<file path="src/rtl/pipe_adder.sv">
`default_nettype none
// ============================================================================
// pipe_adder : pipelined WIDTH-bit adder/subtractor, one CHUNK per stage,
//              valid/ready handshake. Optional Ovf output: PIPE_ADDER_OVF_EN.
// Revision   : 1.0
// ============================================================================
module pipe_adder #(
    parameter int WIDTH = 16,
    parameter int CHUNK = 4
) (
    input  logic             clk,
    input  logic             rst_n,
    input  logic             in_valid,
    output logic             in_ready,
    input  logic [WIDTH-1:0] A,
    input  logic [WIDTH-1:0] B,
    input  logic             Cin,
    input  logic             Sub,
    output logic             out_valid,
    input  logic             out_ready,
    output logic [WIDTH-1:0] S,
    output logic             Cout
`ifdef PIPE_ADDER_OVF_EN
    ,
    output logic             Ovf
`endif
);

    localparam int STAGES = WIDTH / CHUNK;

    logic             adv;

    // Stage k inputs (from ports for k=0, from stage k-1 registers otherwise)
    logic [WIDTH-1:0] a_in   [STAGES];
    logic [WIDTH-1:0] b_in   [STAGES];
    logic [WIDTH-1:0] sum_in [STAGES];
    logic             c_in   [STAGES];
    logic             v_in   [STAGES];

    logic [WIDTH-1:0] a_q    [STAGES];
    logic [WIDTH-1:0] b_q    [STAGES];
    logic [WIDTH-1:0] sum_q  [STAGES];
    logic             c_q    [STAGES];
    logic             v_q    [STAGES];

    logic [CHUNK:0]   part   [STAGES];
    logic [WIDTH-1:0] sum_nx [STAGES];

    assign adv       = !out_valid || out_ready;
    assign in_ready  = adv;
    assign out_valid = v_q[STAGES-1];
    assign S         = sum_q[STAGES-1];
    assign Cout      = c_q[STAGES-1];

    for (genvar k = 0; k < STAGES; k++) begin : g_stage
        if (k == 0) begin : g_head
            assign a_in[k]   = A;
            assign b_in[k]   = Sub ? ~B : B;
            assign c_in[k]   = Sub ? ~Cin : Cin;
            assign v_in[k]   = in_valid;
            assign sum_in[k] = '0;
        end else begin : g_body
            assign a_in[k]   = a_q[k-1];
            assign b_in[k]   = b_q[k-1];
            assign c_in[k]   = c_q[k-1];
            assign v_in[k]   = v_q[k-1];
            assign sum_in[k] = sum_q[k-1];
        end

        always_comb begin
            part[k] = (CHUNK+1)'(a_in[k][k*CHUNK +: CHUNK])
                    + (CHUNK+1)'(b_in[k][k*CHUNK +: CHUNK])
                    + (CHUNK+1)'(c_in[k]);
        end

        always_comb begin
            sum_nx[k]                   = sum_in[k];
            sum_nx[k][k*CHUNK +: CHUNK] = part[k][CHUNK-1:0];
        end

        // Data registers only load on a valid slot so bubbles leave S untouched
        always_ff @(posedge clk) begin
            if (!rst_n) begin
                v_q[k]   <= 1'b0;
                sum_q[k] <= '0;
                c_q[k]   <= 1'b0;
            end else if (adv) begin
                v_q[k] <= v_in[k];
                if (v_in[k]) begin
                    sum_q[k] <= sum_nx[k];
                    c_q[k]   <= part[k][CHUNK];
                end
            end
        end

        if (k < STAGES - 1) begin : g_fwd
            always_ff @(posedge clk) begin
                if (!rst_n) begin
                    a_q[k] <= '0;
                    b_q[k] <= '0;
                end else if (adv && v_in[k]) begin
                    a_q[k] <= a_in[k];
                    b_q[k] <= b_in[k];
                end
            end
        end
    end

`ifdef PIPE_ADDER_OVF_EN
    logic ovf_q;

    // Carry into MSB is a^b^s at the MSB; XOR with carry out gives overflow
    always_ff @(posedge clk) begin
        if (!rst_n) begin
            ovf_q <= 1'b0;
        end else if (adv && v_in[STAGES-1]) begin
            ovf_q <= a_in[STAGES-1][WIDTH-1] ^ b_in[STAGES-1][WIDTH-1]
                   ^ part[STAGES-1][CHUNK-1] ^ part[STAGES-1][CHUNK];
        end
    end

    assign Ovf = ovf_q;
`endif

endmodule
`default_nettype wire

</file>
<file path="config.mk">
export PLATFORM = sky130hd
export DESIGN_NAME = pipe_adder
export DESIGN_NICKNAME = d
export VERILOG_FILES = /design/src/rtl/pipe_adder.sv
export SDC_FILE = /design/constraint.sdc
export NUM_CORES = 1
export LEC_CHECK = 0
export ABC_AREA = 1
export ABC_CLOCK_PERIOD_IN_PS = 3510
export BUFFER_PORTS_ARGS = -buffer_cell sky130_fd_sc_hd__buf_2
export CAP_MARGIN = 20
export CORE_MARGIN = 4
export CORE_UTILIZATION = 34
export CTS_CLUSTER_DIAMETER = 60
export DETAILED_ROUTE_END_ITERATION = 8
export PLACE_DENSITY_LB_ADDON = 0.1
export SLEW_MARGIN = 0
export SYNTH_ARGS = -nofsm -noshare
export SYNTH_HDL_FRONTEND = slang
export SYNTH_SLANG_ARGS = --single-unit
</file>
<file path="constraint.sdc">
create_clock -name clk -period 3.51 [get_ports clk]
set_clock_uncertainty 0.05 [all_clocks]
set_input_delay 0.1755 -clock clk [delete_from_list [all_inputs] [get_ports clk]]
set_output_delay 0.1755 -clock clk [all_outputs]
set_load 0.01 [all_outputs]
</file>
* After elaboration in Yosys (flattened, before gate mapping)
Memories as Yosys holds them, arrays and structs flattened.
Cells that the tools add are included.
W data, S select, Z words.
** Cells by class
- $add $sub $neg :: 8
- Mux-type cells :: 49
- Bitwise logic cells :: 20
- Reduce and logical (&&, ||, !) cells :: 5
** Operators by type and width (count)
- $mux W16 :: 11
- $mux W1 :: 38
- $add A4 B4 Y5 :: 4
- $add A5 B1 Y5 :: 4
- $or A1 B1 Y1 :: 18
- $not A16 Y16 :: 1
- $logic_and A1 B1 Y1 :: 3
- $logic_not A1 Y1 :: 1
- $logic_or A1 B1 Y1 :: 1
- $not A1 Y1 :: 1
** Storage, ports and cells
- Register bits after elaboration :: 0
- RAM bits :: 200
- Bits of input ports :: 38
- Memories :: 5
** Memory list
- a_q :: words 4, bits a word 16, rd ports 3, clocked after Yosys merged registers in 0, wr ports 3, line 40 : logic [WIDTH-1:0] a_q [STAGES];
- b_q :: words 4, bits a word 16, rd ports 3, clocked after Yosys merged registers in 0, wr ports 3, line 41 : logic [WIDTH-1:0] b_q [STAGES];
- sum_q :: words 4, bits a word 16, rd ports 4, clocked after Yosys merged registers in 0, wr ports 4, line 42 : logic [WIDTH-1:0] sum_q [STAGES];
- c_q :: words 4, bits a word 1, rd ports 4, clocked after Yosys merged registers in 0, wr ports 4, line 43 : logic c_q [STAGES];
- v_q :: words 4, bits a word 1, rd ports 4, clocked after Yosys merged registers in 0, wr ports 4, line 44 : logic v_q [STAGES];

* Longest topological paths before layout
Gate-level depths: netlist of run 1.
An unclocked memory read counts as a cell.
- Depth after elaboration :: 8
- Mapped depth :: 10

* Least setup slack after synthesis of run 1
OpenSTA, ideal clock, no wires.
- Path type :: reg-to-reg
- Start point :: memory v_q[3][0], in the netlist v_q[1][1]
- End point :: memory a_q[0][10] (enable)
- Setup time :: 0.455 ns
- Arrival :: 2.671 ns
- Required time :: 3.005 ns
- Slack :: 0.333 ns
- Stages on the path, launching flop included :: 4
- Path buffers :: 0
- Path through :: edfxtp_1 -> inv_1 -> nor2_1 -> o21ai_0
** RTL lines (line)
- from (decl) :: 44
- to (decl) :: 40

==> flow_summary.ini, run 1 <==
[run_status]
status = finished clean

[min_path]
worstHoldPathCells = 3
hold_path.class = input pin to flop
min_to = a_q[0][7]$_SDFFCE_PN0P_
hp-start = A[7]

[route]
wl_met1_mm = 3.21
route.vias.total = 2404
viasPerCell = 3.87
wl_met3_um = 291
avgRoutedWirePerCell_um = 9.97
wl_met2_mm = 2.57
top_layer_used = met4
initialDrtViolationCount = 131
ant_nets = 0
wirelength_mm = 6.19
drt_pass1_iterations = 5
route.detailed.drc = 0

[cts]
cts_resized = 0
cts_tree = built
htreeDepth = 3
cts_buffers = 9
clkSlewWorstSetupHoldPaths_ps = 60
cts.sinks = 96
cts-root-buf = clkbuf_16
cts.path.max_buffers = 2
clk_latency_ps = 330
cts_setup_buffers = 0
cts_hold_buf = 0

[floorplan]
die_h_um = 122
start_util_pct = 34.8
rows = 41
die_area_um2 = 14800
core_um2 = 12600
chipWidth_um = 122
ios = 57

[setup_path]
reg2reg_depth = 5
cpLargestDelayFamily = adder cells
cp_num_cells = 5
cp.buffers_inverters = 1
worstPathCellList = inv_1 > fa_1 > fa_1 > or2_2 > a21oi_1
critical_path_arrival_ps = 2000
regToRegSetupSlack_ps = 1640
crit_fanout = 3
cp.required_ps = 3640
crit_type = flop to flop
slowest_delay_ps = 450
worstReg2RegStart = a_q[2][12]$_SDFFCE_PN0P_
crit_top_cell = fa_1
cp_slowest_cell = fa_1
r2r_end = sum_q[3][14]$_SDFFCE_PN0P_
end_kind = flop
cp-start-kind = flop

[pwr]
power.leakage_nw = 2.21
power_density_nw_per_um2 = 477
peakVddDrop_mv = 0.203

[synthesis]
syn-instance-count = 384
yosys_warnings = 0
synth_area_per_cell_um2 = 11.4
synth_nets = 442
seq_area_frac_synth_pct = 65.1
ys_seq_elements = 96
synthDistinctLibCells = 23
syn-cell-area_um2 = 4400

[timing]
fin_crit_sh_pct = 53.4
max_freq_ghz = 0.534
worst_pin_slew_ps = 643
timing.hold.ws_ps = 98.7
rsz0062_at_grt = false
final_max_slew_viol_count = 0
slew_headroom_pct = 57.0
fin_setup_tns_ps = 0
hold_viol = 0
min_period_ps = 1870
setup_viol = 0

[layout]
layout_common_cells = 94 x edfxtp_1, 92 x inv_1, 89 x nor2_1
layout_commonest_cell = edfxtp_1
drive_gt1_share_pct = 18.7
finalInstanceArea_um2 = 5090
area_growth_pct = 15.7
antenna_cells = 0
stdcell_count = 621
fin_nets = 504

[grt]
antenna_found_initial = 0
grt_remaining_overflow = 0
grt_max_degree = 30
grt_pass1_wl_mm = 10.8
grt.total_usage_pct = 9.24
grt_pass1_vias = 2418

[place]
dp_hpwl_mm = 4.65
place_area_um2 = 4840
place_inst = 607
port_buffers = 56
place.gp.congestion = 0.686

[flow_run]
cap_viol_max_count = 0
==> per-stage QoR <==
step | util [%] | setup WS, ps | power, mW
after floorplan | - | 333 | 1.56
after global placement | 38.4 | 1470 | 1.63
after detailed placement | 38.4 | 1430 | 1.63
after CTS | 40.3 | 1630 | 2.47
after global routing | 40.3 | 1490 | 2.55
final | 40.3 | 1640 | 2.43
==> state kept, by name, summed over array words and instances, names as in the netlist <==
name	flops
a_q	24
b_q	24
c_q	4
sum_q	40
v_q	4
==> worst max path at each step <==
stage                             start                         end  slack [ps]
5_1_grt             v_q[1][1]$_DFFE_PP_    a_q[2][14]$_SDFFCE_PN0P_        1490
4_1_cts        a_q[2][12]$_SDFFCE_PN0P_  sum_q[3][14]$_SDFFCE_PN0P_        1630
6_report       a_q[2][12]$_SDFFCE_PN0P_  sum_q[3][14]$_SDFFCE_PN0P_        1640
2_1_floorplan       v_q[1][1]$_DFFE_PP_    a_q[0][10]$_SDFFCE_PN0P_         330
3_5_place_dp                        Sub            c_q[0]$_DFFE_PP_        1430
3_3_place_gp                        Sub            c_q[0]$_DFFE_PP_        1470
==> worst reg2reg max path, delay by kind of cell, from the launching register on <==
family                   cells  cell delay (ps)
AND/OR/NAND/NOR              1              300
buffers and inverters        1               50
flip-flops                   1              320
adder cells (fa/ha/maj)      2              870
AO/OA/AOI/OAI                1              130
==> logic make-up (layout without fill, tap and decap cells) <==
logic type | Yosys count | count (layout) | share of synthesized area, %
buffers and inverters | 103 | 168 | 9.99
flip-flops | 96 | 96 | 65.1
AO/OA/AOI/OAI | 22 | 22 | 2.50
adder cells (fa/ha/maj) | 20 | 20 | 7.06
XOR/XNOR | 17 | 17 | 3.39
AND/OR/NAND/NOR | 126 | 126 | 12.0
==> cell usage after synthesis (all sizes together) <==
master  instances  share of area (%)
o21ai           7               0.80
buf             8                1.7
dfxtp           2               0.91
a21oi          15                1.7
inv            94                8.0
edfxtp         94                 64
fa              8                3.6
nand2          18                1.7
nor2           93                8.4
ha             12                3.4
xor2            3               0.60
nand3          10                1.1
xnor2          14                2.8
or2             3               0.43
nor3            2               0.34
clkbuf          1               0.31
==> per-layer routing <==
metal,track usage (%),up-vias
met4,4.62,0
met2,14.0,51
li1,-,1321
met1,12.4,1022
met5,0,-
met3,2.18,10
==> cell type report <==
class | count | area [um2]
clock buffers | 12 | 236
clock inverters | 2 | 8.76
fillers | 1316 | 7530
inverters | 94 | 353
multi-input cells | 185 | 1100
flip-flops and latches | 96 | 2860
well taps | 172 | 215
repair buffers | 60 | 310
==> power breakdown <==
part	switching [mW]	internal [mW]	total, mW
sequential	0.0220	1.34	1.36
clock	0.362	0.469	0.831
combinational	0.142	0.0910	0.233
Power figures use the tool's default switching activity.
==> run 2: changes to the inputs <==
--- a/config.mk
+++ b/config.mk
@@ -6,7 +6,7 @@
 export NUM_CORES = 1
 export LEC_CHECK = 0
 export ABC_AREA = 1
-export ABC_CLOCK_PERIOD_IN_PS = 3510
+export ABC_CLOCK_PERIOD_IN_PS = 1780
 export BUFFER_PORTS_ARGS = -buffer_cell sky130_fd_sc_hd__buf_2
 export CAP_MARGIN = 20
 export CORE_MARGIN = 4
==> constraint.sdc (replaced) <==
create_clock -name clk -period 1.78 [get_ports clk]
set_clock_uncertainty 0.05 [all_clocks]
set_input_delay 0.089 -clock clk [delete_from_list [all_inputs] [get_ports clk]]
set_output_delay 0.089 -clock clk [all_outputs]
set_load 0.01 [all_outputs]
==> run 2 against run 1 <==
Net effect:
- via count increased by 3.9%
- first-iteration DRC count decreased by 13%
- register-to-register slack got worse by 1600 ps
- highest routed layer unchanged
- clock power increased by 140%
- largest cell class unchanged
- utilization increased by 2.1 points
- wire length increased by 6.5%
- global-route usage increased by 0.95 points
- flip-flop and latch count unchanged
==> flow_summary.ini, run 2 (synthesis results as in run 1) <==
[layout]
multi_input_area_um2 = 1150
antenna_cells = 0
layout_commonest_cell = edfxtp_1
fill_cells = 1251
fin_nets = 517
top_regs = sum_q: 40 flops, a_q: 24 flops, b_q: 24 flops
regArea_um2 = 2860
area_growth_pct = 21.9
largest_register_ff_count = 40
final_core_util_pct = 42.5
drive_gt1_share_pct = 23.1
regMostFlops = sum_q
layout_common_cells = 94 x edfxtp_1, 92 x inv_1, 89 x nor2_1

[setup_path]
crit_top_cell = fa_2
cp_slowest_cell = fa_2
cp.required_ps = 1920
end_kind = flop
slowest_delay_ps = 400
cp-start-kind = flop
critical_path_arrival_ps = 1880
cp.buffers_inverters = 1
worstPathCellList = inv_1 > fa_2 > fa_2 > or2_2 > a21oi_2
crit_fanout = 3
cpLargestDelayFamily = adder cells
crit_type = flop to flop

[pwr]
power_switching_share_pct = 21.2
peakVddDrop_mv = 0.428
clockPowerShare_pct = 37.9
power.total_mw = 5.17
pwr-share-comb_pct = 10.0
power.leakage_nw = 2.33
p_int_mw = 4.08
seq_power_share_pct = 52.0
power_density_nw_per_um2 = 965
power.switching_mw = 1.09

[run_status]
status = finished clean

[cts]
htreeDepth = 3
cts-root-buf = clkbuf_16
cts.path.max_buffers = 2
clkSlewWorstSetupHoldPaths_ps = 60
cts_buffers = 9
clk_latency_ps = 330
cts_setup_buffers = 0
cts.sinks = 96
cts_tree = built

[place]
port_buffers = 56
dp_slack_ps = -91.7
place.gp.congestion = 0.689
dp_hpwl_mm = 4.94

[timing]
max_freq_ghz = 0.574
fin_ws_ps = 37.7
fin_crit_sh_pct = 97.9
rsz0062_at_grt = true
worst_pin_slew_ps = 384
final_max_slew_viol_count = 0
min_period_ps = 1740
hold_viol = 0
setup_viol = 0
slew_headroom_pct = 74.4

[route]
initialDrtViolationCount = 114
viasPerCell = 3.93
wirelength_mm = 6.60
route.detailed.drc = 0
ant_nets = 0
route.vias.total = 2498
drt_pass1_iterations = 6
avgRoutedWirePerCell_um = 10.4

[floorplan]
die_h_um = 122
die_area_um2 = 14800
rows = 41
core_um2 = 12600
ios = 57
start_util_pct = 34.8
chipWidth_um = 122

[grt]
grt.total_usage_pct = 10.2
antenna_found_initial = 0
grt_pass1_vias = 2593
grt_pass1_wl_mm = 12.0
grt_max_degree = 30
grt_remaining_overflow = 0

[flow_run]
cap_viol_max_count = 0

[min_path]
hold_path.class = input pin to flop
-- run 2: tightest hold or removal path, stage by stage --
cell and delay [ps]:
buf_2 70, inv_1 30, nor2_1 90
-- run 2: routing by layer --
| metal | routed length [um] | part of all wire [%] | track usage (%) |
|---|---|---|---|
| met1 | 3290 | 50 | 13.7 |
| met2 | 2910 | 44 | 15.4 |
| met3 | 296 | 4.5 | 2.27 |
| met4 | 94 | 1.4 | 5.46 |
| met5 | 0 | 0 | 0 |
-- run 2: layout make-up --
| class | instances | area share [%] |
|---|---|---|
| Clock buffer | 10 | 4.27 |
| Tap cell | 172 | 4.02 |
| Multi-Input combinational cell | 185 | 21.6 |
| Timing Repair Buffer | 73 | 8.78 |
| Inverter | 94 | 6.59 |
| Clock inverter | 5 | 1.35 |
| Sequential cell | 96 | 53.4 |
-- run 2: worst paths after layout --
check	startpoint	end	slack, ps	cells past startpoint
worst min register to register	c_q[2]$_DFF_P_	c_q[2]$_DFF_P_	420	2
worst min-delay path	A[13]	a_q[0][13]$_SDFFCE_PN0P_	10	3
worst max register to register	c_q[0]$_DFFE_PP_	sum_q[1][6]$_SDFFCE_PN0P_	40	5
worst max-delay path	c_q[0]$_DFFE_PP_	sum_q[1][6]$_SDFFCE_PN0P_	40	5
-- run 2: power groups by stage --
stage / logic [mW] / registers, mW / clock network, mW
4_1_cts: 0.524 / 2.69 / 2.02
3_5_place_dp: 0.508 / 2.74 / 0
2_1_floorplan: 0.333 / 2.74 / 0
3_3_place_gp: 0.504 / 2.74 / 0
6_report: 0.518 / 2.69 / 1.96
5_1_grt: 0.607 / 2.71 / 2.10
-- run 2: repair_timing --
action                                  CTS  global route
pin swaps                                 0             2
hold buffers                              5             0
resized for setup                         4             5
endpoints found under the setup margin    4             6
endpoints found under the hold margin     5             0
-- run 2: per-stage QoR --
step / instance area [um2] / hold slack [ps] / cells / TNS, ps
2_1_floorplan: 4440 / 200 / 384 / -2810
3_3_place_gp: 4980 / 336 / 615 / -45.3
3_5_place_dp: 4980 / 340 / 615 / -144
4_1_cts: 5340 / 0.529 / 635 / 0
5_1_grt: 5360 / 31.2 / 635 / -60.2
6_report: 5360 / 12.5 / 635 / 0
